`config.mk`:
```
export PLATFORM = sky130hd
export DESIGN_NAME = regfile_wb_scheduler_flat
export DESIGN_NICKNAME = d
export VERILOG_FILES = /design/src/rtl/regfile_wb_scheduler_if.sv /design/src/rtl/regfile_wb_scheduler.sv /design/src/flat_wrapper.sv
export SDC_FILE = /design/constraint.sdc
export NUM_CORES = 1
export LEC_CHECK = 0
export ABC_AREA = 1
export BUFFER_PORTS_ARGS = -buffer_cell sky130_fd_sc_hd__clkbuf_2
export CORE_MARGIN = 2
export CORE_UTILIZATION = 35
export CTS_CLUSTER_SIZE = 28
export DETAILED_ROUTE_END_ITERATION = 10
export GPL_TIMING_DRIVEN = 0
export HOLD_SLACK_MARGIN = 0.15
export PLACE_DENSITY = 0.58
export SLEW_MARGIN = 10
export SYNTH_ARGS = -nofsm -noshare
export SYNTH_HDL_FRONTEND = slang
export SYNTH_SLANG_ARGS = --single-unit
```
`constraint.sdc`:
```
create_clock -name clk -period 3.7 [get_ports clk]
set_input_delay 0.74 -clock clk [delete_from_list [all_inputs] [get_ports clk]]
set_output_delay 0.74 -clock clk [all_outputs]
set_load 0.005 [all_outputs]
```
`src/rtl/regfile_wb_scheduler_if.sv`:
```
// Bundle of the write-back scheduler's request, scoreboard and register-file
// write-port signals.
//   master : the requesters (ALU, load return, decode) and the register file
//   slave  : regfile_wb_scheduler
interface regfile_wb_scheduler_if;
    logic        alu_valid;
    logic [4:0]  alu_rd;
    logic [31:0] alu_data;
    logic        alu_ready;
    logic        ld_valid;
    logic [4:0]  ld_rd;
    logic [31:0] ld_data;
    logic        ld_ready;
    logic        issue_valid;
    logic [4:0]  issue_rd;
    logic        issue_ready;
    logic [4:0]  chk_a1;
    logic [4:0]  chk_a2;
    logic        hazard_a1;
    logic        hazard_a2;
    logic        WE3;
    logic [4:0]  A3;
    logic [31:0] WD3;

    modport slave (
        input  alu_valid, alu_rd, alu_data,
        output alu_ready,
        input  ld_valid, ld_rd, ld_data,
        output ld_ready,
        input  issue_valid, issue_rd,
        output issue_ready,
        input  chk_a1, chk_a2,
        output hazard_a1, hazard_a2,
        output WE3, A3, WD3
    );

    modport master (
        output alu_valid, alu_rd, alu_data,
        input  alu_ready,
        output ld_valid, ld_rd, ld_data,
        input  ld_ready,
        output issue_valid, issue_rd,
        input  issue_ready,
        output chk_a1, chk_a2,
        input  hazard_a1, hazard_a2,
        input  WE3, A3, WD3
    );
endinterface

```
`src/rtl/regfile_wb_scheduler.sv`:
```
// Write-back scheduler for the single-write-port 32x32 register file.
// Arbitrates ALU results against load returns (load first, ALU after it has
// been starved STARVE_LIMIT cycles), registers the winner onto WE3/A3/WD3,
// and keeps a 2-bit pending-load count per register for decode hazards.
// Ports:
//   clk   : rising-edge clock
//   rst_n : asynchronous active-low reset
//   bus   : regfile_wb_scheduler_if.slave (requests, readies, issue/check,
//           hazards, register-file write port)
module regfile_wb_scheduler #(
    parameter int unsigned STARVE_LIMIT = 4
) (
    input  logic                  clk,
    input  logic                  rst_n,
    regfile_wb_scheduler_if.slave bus
);

    localparam logic [2:0] STARVE_AGE = 3'(STARVE_LIMIT);

    logic [2:0]  age_q, age_d;
    logic        we3_q, we3_d;
    logic [4:0]  a3_q, a3_d;
    logic [31:0] wd3_q, wd3_d;
    logic [1:0]  cnt_q [32];
    logic [1:0]  cnt_d [32];

    logic        starve;
    logic        alu_grant;
    logic        ld_grant;
    logic        issue_ready;
    logic        issue_fire;
    logic [31:0] inc_vec;
    logic [31:0] dec_vec;

    // Arbitration and write-stage next values
    always_comb begin
        starve    = (age_q >= STARVE_AGE);
        ld_grant  = bus.ld_valid && !(bus.alu_valid && starve);
        alu_grant = bus.alu_valid && !ld_grant;

        age_d = age_q;
        if (!bus.alu_valid || alu_grant) begin
            age_d = 3'd0;
        end else if (age_q != 3'd7) begin
            age_d = age_q + 3'd1;
        end

        we3_d = 1'b0;
        a3_d  = a3_q;
        wd3_d = wd3_q;
        if (ld_grant) begin
            we3_d = (bus.ld_rd != 5'd0);
            a3_d  = bus.ld_rd;
            wd3_d = bus.ld_data;
        end else if (alu_grant) begin
            we3_d = (bus.alu_rd != 5'd0);
            a3_d  = bus.alu_rd;
            wd3_d = bus.alu_data;
        end
    end

    // Pending-load scoreboard. A full counter can still take an issue when a
    // load return to the same register retires in the same cycle.
    always_comb begin
        issue_ready = !((cnt_q[bus.issue_rd] == 2'd3) &&
                        !(ld_grant && (bus.ld_rd == bus.issue_rd)));
        issue_fire  = bus.issue_valid && issue_ready && (bus.issue_rd != 5'd0);
        inc_vec     = issue_fire ? (32'd1 << bus.issue_rd) : 32'd0;
        dec_vec     = ld_grant ? (32'd1 << bus.ld_rd) : 32'd0;

        cnt_d[0] = 2'd0;
        for (int r = 1; r < 32; r++) begin
            cnt_d[r] = cnt_q[r];
            if (inc_vec[r] && !dec_vec[r]) begin
                cnt_d[r] = cnt_q[r] + 2'd1;
            end else if (dec_vec[r] && !inc_vec[r] && (cnt_q[r] != 2'd0)) begin
                cnt_d[r] = cnt_q[r] - 2'd1;
            end
        end
    end

    always_ff @(posedge clk or negedge rst_n) begin
        if (!rst_n) begin
            age_q <= 3'd0;
            we3_q <= 1'b0;
            a3_q  <= 5'd0;
            wd3_q <= 32'd0;
            for (int r = 0; r < 32; r++) begin
                cnt_q[r] <= 2'd0;
            end
        end else begin
            age_q <= age_d;
            we3_q <= we3_d;
            a3_q  <= a3_d;
            wd3_q <= wd3_d;
            for (int r = 0; r < 32; r++) begin
                cnt_q[r] <= cnt_d[r];
            end
        end
    end

    assign bus.alu_ready   = alu_grant;
    assign bus.ld_ready    = ld_grant;
    assign bus.issue_ready = issue_ready;
    assign bus.hazard_a1   = (cnt_q[bus.chk_a1] != 2'd0);
    assign bus.hazard_a2   = (cnt_q[bus.chk_a2] != 2'd0);
    assign bus.WE3         = we3_q;
    assign bus.A3          = a3_q;
    assign bus.WD3         = wd3_q;

endmodule

```
`src/flat_wrapper.sv`:
```
// flat-port wrapper written by rule: the top's interface ports become plain ports
module regfile_wb_scheduler_flat 
#(
    parameter int unsigned STARVE_LIMIT = 4
)
  (clk, rst_n, bus_alu_valid, bus_alu_rd, bus_alu_data, bus_alu_ready, bus_ld_valid, bus_ld_rd, bus_ld_data, bus_ld_ready, bus_issue_valid, bus_issue_rd, bus_issue_ready, bus_chk_a1, bus_chk_a2, bus_hazard_a1, bus_hazard_a2, bus_WE3, bus_A3, bus_WD3);
  regfile_wb_scheduler_if bus_i ();
  input  logic clk;
  input  logic rst_n;
  input wire logic [$bits(bus_i.alu_valid)-1:0] bus_alu_valid;
  input wire logic [$bits(bus_i.alu_rd)-1:0] bus_alu_rd;
  input wire logic [$bits(bus_i.alu_data)-1:0] bus_alu_data;
  output wire logic [$bits(bus_i.alu_ready)-1:0] bus_alu_ready;
  input wire logic [$bits(bus_i.ld_valid)-1:0] bus_ld_valid;
  input wire logic [$bits(bus_i.ld_rd)-1:0] bus_ld_rd;
  input wire logic [$bits(bus_i.ld_data)-1:0] bus_ld_data;
  output wire logic [$bits(bus_i.ld_ready)-1:0] bus_ld_ready;
  input wire logic [$bits(bus_i.issue_valid)-1:0] bus_issue_valid;
  input wire logic [$bits(bus_i.issue_rd)-1:0] bus_issue_rd;
  output wire logic [$bits(bus_i.issue_ready)-1:0] bus_issue_ready;
  input wire logic [$bits(bus_i.chk_a1)-1:0] bus_chk_a1;
  input wire logic [$bits(bus_i.chk_a2)-1:0] bus_chk_a2;
  output wire logic [$bits(bus_i.hazard_a1)-1:0] bus_hazard_a1;
  output wire logic [$bits(bus_i.hazard_a2)-1:0] bus_hazard_a2;
  output wire logic [$bits(bus_i.WE3)-1:0] bus_WE3;
  output wire logic [$bits(bus_i.A3)-1:0] bus_A3;
  output wire logic [$bits(bus_i.WD3)-1:0] bus_WD3;
  assign bus_i.alu_valid = bus_alu_valid;
  assign bus_i.alu_rd = bus_alu_rd;
  assign bus_i.alu_data = bus_alu_data;
  assign bus_alu_ready = bus_i.alu_ready;
  assign bus_i.ld_valid = bus_ld_valid;
  assign bus_i.ld_rd = bus_ld_rd;
  assign bus_i.ld_data = bus_ld_data;
  assign bus_ld_ready = bus_i.ld_ready;
  assign bus_i.issue_valid = bus_issue_valid;
  assign bus_i.issue_rd = bus_issue_rd;
  assign bus_issue_ready = bus_i.issue_ready;
  assign bus_i.chk_a1 = bus_chk_a1;
  assign bus_i.chk_a2 = bus_chk_a2;
  assign bus_hazard_a1 = bus_i.hazard_a1;
  assign bus_hazard_a2 = bus_i.hazard_a2;
  assign bus_WE3 = bus_i.WE3;
  assign bus_A3 = bus_i.A3;
  assign bus_WD3 = bus_i.WD3;
  regfile_wb_scheduler #(.STARVE_LIMIT(STARVE_LIMIT)) u_core (.clk(clk), .rst_n(rst_n), .bus(bus_i));
endmodule
```
==> results.sh <==
export IMPL_outcome="complete, no violations"
export IMPL_grt_max_degree=95
export IMPL_finalSetupViolCount=0
export IMPL_switching_share_pct=41.5
export IMPL_grt_usage_pct=25.5
export IMPL_clk_pin_slew_ns=0.08
export IMPL_slew_viol_final=0
export IMPL_drcViolationCount=0
export IMPL_ys_types=38
export IMPL_cts_tree="built"
export IMPL_synth_top_area_cell="dfrtp_1"
export IMPL_power_total_mw=3.91
export IMPL_reg2reg_slack_ns=1.36
export IMPL_fin_ws_ns=0.398
export IMPL_fin_worst_skew_ns=0.0157
export IMPL_via_per_inst=5.16
export IMPL_clk_latency_ns=0.37
export IMPL_synth_area_top_cells="dfrtp_1, nand2_1, nor2_1, nand3_1, inv_1"
export IMPL_max_freq_ghz=0.303
export IMPL_cts_buffers_inserted=9
export IMPL_pre_cts_slack_ns=0.461
export IMPL_grt_pass1_wl_um=42900
export IMPL_htree_levels=3
export IMPL_critPathArrivalTime_ns=2.56
export IMPL_timing_rr_end="u_core.cnt_q[26]$_DFFE_PN0P_"
export IMPL_hold_slack_ns=0.195
export IMPL_synth_edf_count=0
export IMPL_power_leakage_nw=4.28
export IMPL_max_slew_margin_rel_pct=51.0
export IMPL_vias=8084
export IMPL_hold_viol_final=0
export IMPL_gr_total_overflow=0
export IMPL_start_util_pct=35.6
export IMPL_synth_warnings=0
export IMPL_antenna_found_initial=0
export IMPL_synth_seq_area_share_pct=35.7
export IMPL_die_y_um=148
export IMPL_cap_violations=0
export IMPL_path_class="in2out"
export IMPL_syn_area_um2=7210
export IMPL_io_pins=137
export IMPL_layout_drive_gt1_share_pct=14.6
export IMPL_finalCritPeriodShare_pct=89.3
export IMPL_place_hpwl_um=21200
export IMPL_grt_pass1_vias=7666
export IMPL_detail_route_first_pass_iterations=5
export IMPL_synth_most_common_cell="nand2_1"
export IMPL_crit_path_max_fanout=10
export IMPL_ant_nets=0
export IMPL_dp_cells=1551
export IMPL_syn_area_per_cell_um2=6.28
export IMPL_port_buffers=132
export IMPL_final_cells=1567
export IMPL_die_w_um=148
export IMPL_r2r_start="u_core.age_q[2]$_DFFE_PN0P_"
export IMPL_route_detailed_wl_per_inst_um=17.3
export IMPL_clock_sinks=103
export IMPL_clkPwrFrac_pct=25.8
export IMPL_hold_path_class="in2async"
export IMPL_tns_ns=0
export IMPL_cts_hold_buffers=0
export IMPL_intPower_mw=2.29
export IMPL_p_switching_mw=1.62
export IMPL_synth_main_ff_cell="dfrtp_1"
export IMPL_finalWirelength_um=27100
export IMPL_fin_nets=1388
export IMPL_synth_cells_most_frequent="nand2_1, nor2_1, inv_1"
export IMPL_coreArea_um2=20200
export IMPL_place_congestion=0.985
export IMPL_ir_drop_v=0.000302
export IMPL_pwr_share_comb_pct=31.2
export IMPL_root_buffer="clkbuf_16"
export IMPL_rsz0062_at_grt="false"
export IMPL_worst_slew_pin_slew_ns=0.735
export IMPL_clockBufferDepth=2
export IMPL_cp_required_ns=2.96
export IMPL_syn_inst=1148
export IMPL_startpoint_type="input pin"
export IMPL_first_iter_violations=731
export IMPL_synthDominantCellAreaShare_pct=35.7
export IMPL_cts_resized=0
export IMPL_n_antenna_cell=0
export IMPL_ys_ff_latch=103
export IMPL_fp_row_count=52
export IMPL_crit_path_end_kind="output pin"
export IMPL_cellPowerDensity_nw_per_um2=457
export IMPL_syn_nets=1244
export IMPL_ys_async_sr_fraction_pct=100
export IMPL_die_area_um2=21800
export IMPL_period_needed_ns=3.30
export IMPL_syn2layout_area_growth_pct=18.6
export IMPL_cts_setup_buffers=0
export IMPL_worst_r2r_path_depth=10
export IMPL_pwr_share_seq_pct=43.0
==> how the worst max path moves through the flow <==
stage	startpoint	endpoint	slack, ns	depth (start not counted)
after floorplan	bus_issue_rd[0]	bus_issue_ready	1.15	13
after global placement	rst_n	u_core.cnt_q[50]$_DFFE_PN0P_	0.27	1
after detailed placement	bus_issue_rd[2]	bus_issue_ready	0.46	10
after CTS	bus_issue_rd[2]	bus_issue_ready	0.46	10
after global routing	bus_issue_rd[2]	bus_issue_ready	0.33	10
final	bus_issue_rd[2]	bus_issue_ready	0.40	10
==> layer usage <==
layer / vias up / routed length [um] / GRT usage, %
li1: 3964 / - / -
met1: 3710 / 12100 / 35.2
met2: 361 / 11900 / 39.5
met3: 49 / 2280 / 5.86
met4: 0 / 842 / 8.46
met5: - / 0 / 0
==> power groups by stage <==
stage	sequential [mW]	combinational (mW)	clock, mW
2_1_floorplan	1.59	0.778	0
3_3_place_gp	1.69	1.19	0
3_5_place_dp	1.69	1.21	0
4_1_cts	1.68	1.21	1.03
5_1_grt	1.72	1.38	1.08
6_report	1.68	1.22	1.01
==> cell type report <==
type,count,area [um2]
buffer,44,267
tap,270,338
multi-input combinational,863,3850
timing repair buffer,133,697
inverter,138,520
clock inverter,7,81.3
clock buffer,9,225
fill,2183,11700
sequential,103,2580
==> stage by stage <==
| step | instance area (um2) | utilization, % |
|---|---|---|
| 2_1_floorplan | 7210 | - |
| 3_3_place_gp | 8210 | 40.6 |
| 3_5_place_dp | 8250 | 40.8 |
| 4_1_cts | 8550 | 42.3 |
| 5_1_grt | 8550 | 42.3 |
| 6_report | 8550 | 42.3 |
==> placed cells by master (no fill, tap or decap), types with 4 or more instances in the layout <==
cell,count
a21oi_1,19
inv_1,132
nand4_1,32
nand2_1,346
nand3_2,7
o211ai_1,9
nor3_1,9
buf_2,6
clkbuf_2,131
nor2_1,208
buf_6,12
o22ai_1,4
dfrtp_1,103
clkbuf_1,22
o21ai_1,28
nand3_1,119
clkbuf_16,9
o221ai_1,4
o21ai_0,46
nor4_1,4
==> critical path: stages <==
cell      delay, ns
clkbuf_2       0.19
inv_1          0.26
clkbuf_1       0.44
nand3_1        0.15
nand2_1        0.10
nand2_1        0.06
nand3_2        0.09
nand3_4        0.18
buf_6          0.23
clkbuf_2       0.12
==> registers in the layout (all words and copies together) (netlist names) <==
name            count
u_core.age_q        3
u_core.bus.A3       5
u_core.bus.WD3     32
u_core.bus.WE3      1
u_core.cnt_q       62
==> kinds of logic after synthesis <==
group,after synthesis,synth area share [%]
adder cells (fa/ha/maj),2,0.347
flip-flops,103,35.7
buffers and inverters,182,10.9
AO/OA/AOI/OAI,122,9.63
XOR/XNOR,3,0.364
AND/OR/NAND/NOR,736,43.0
(Power assumes the default switching activity.)
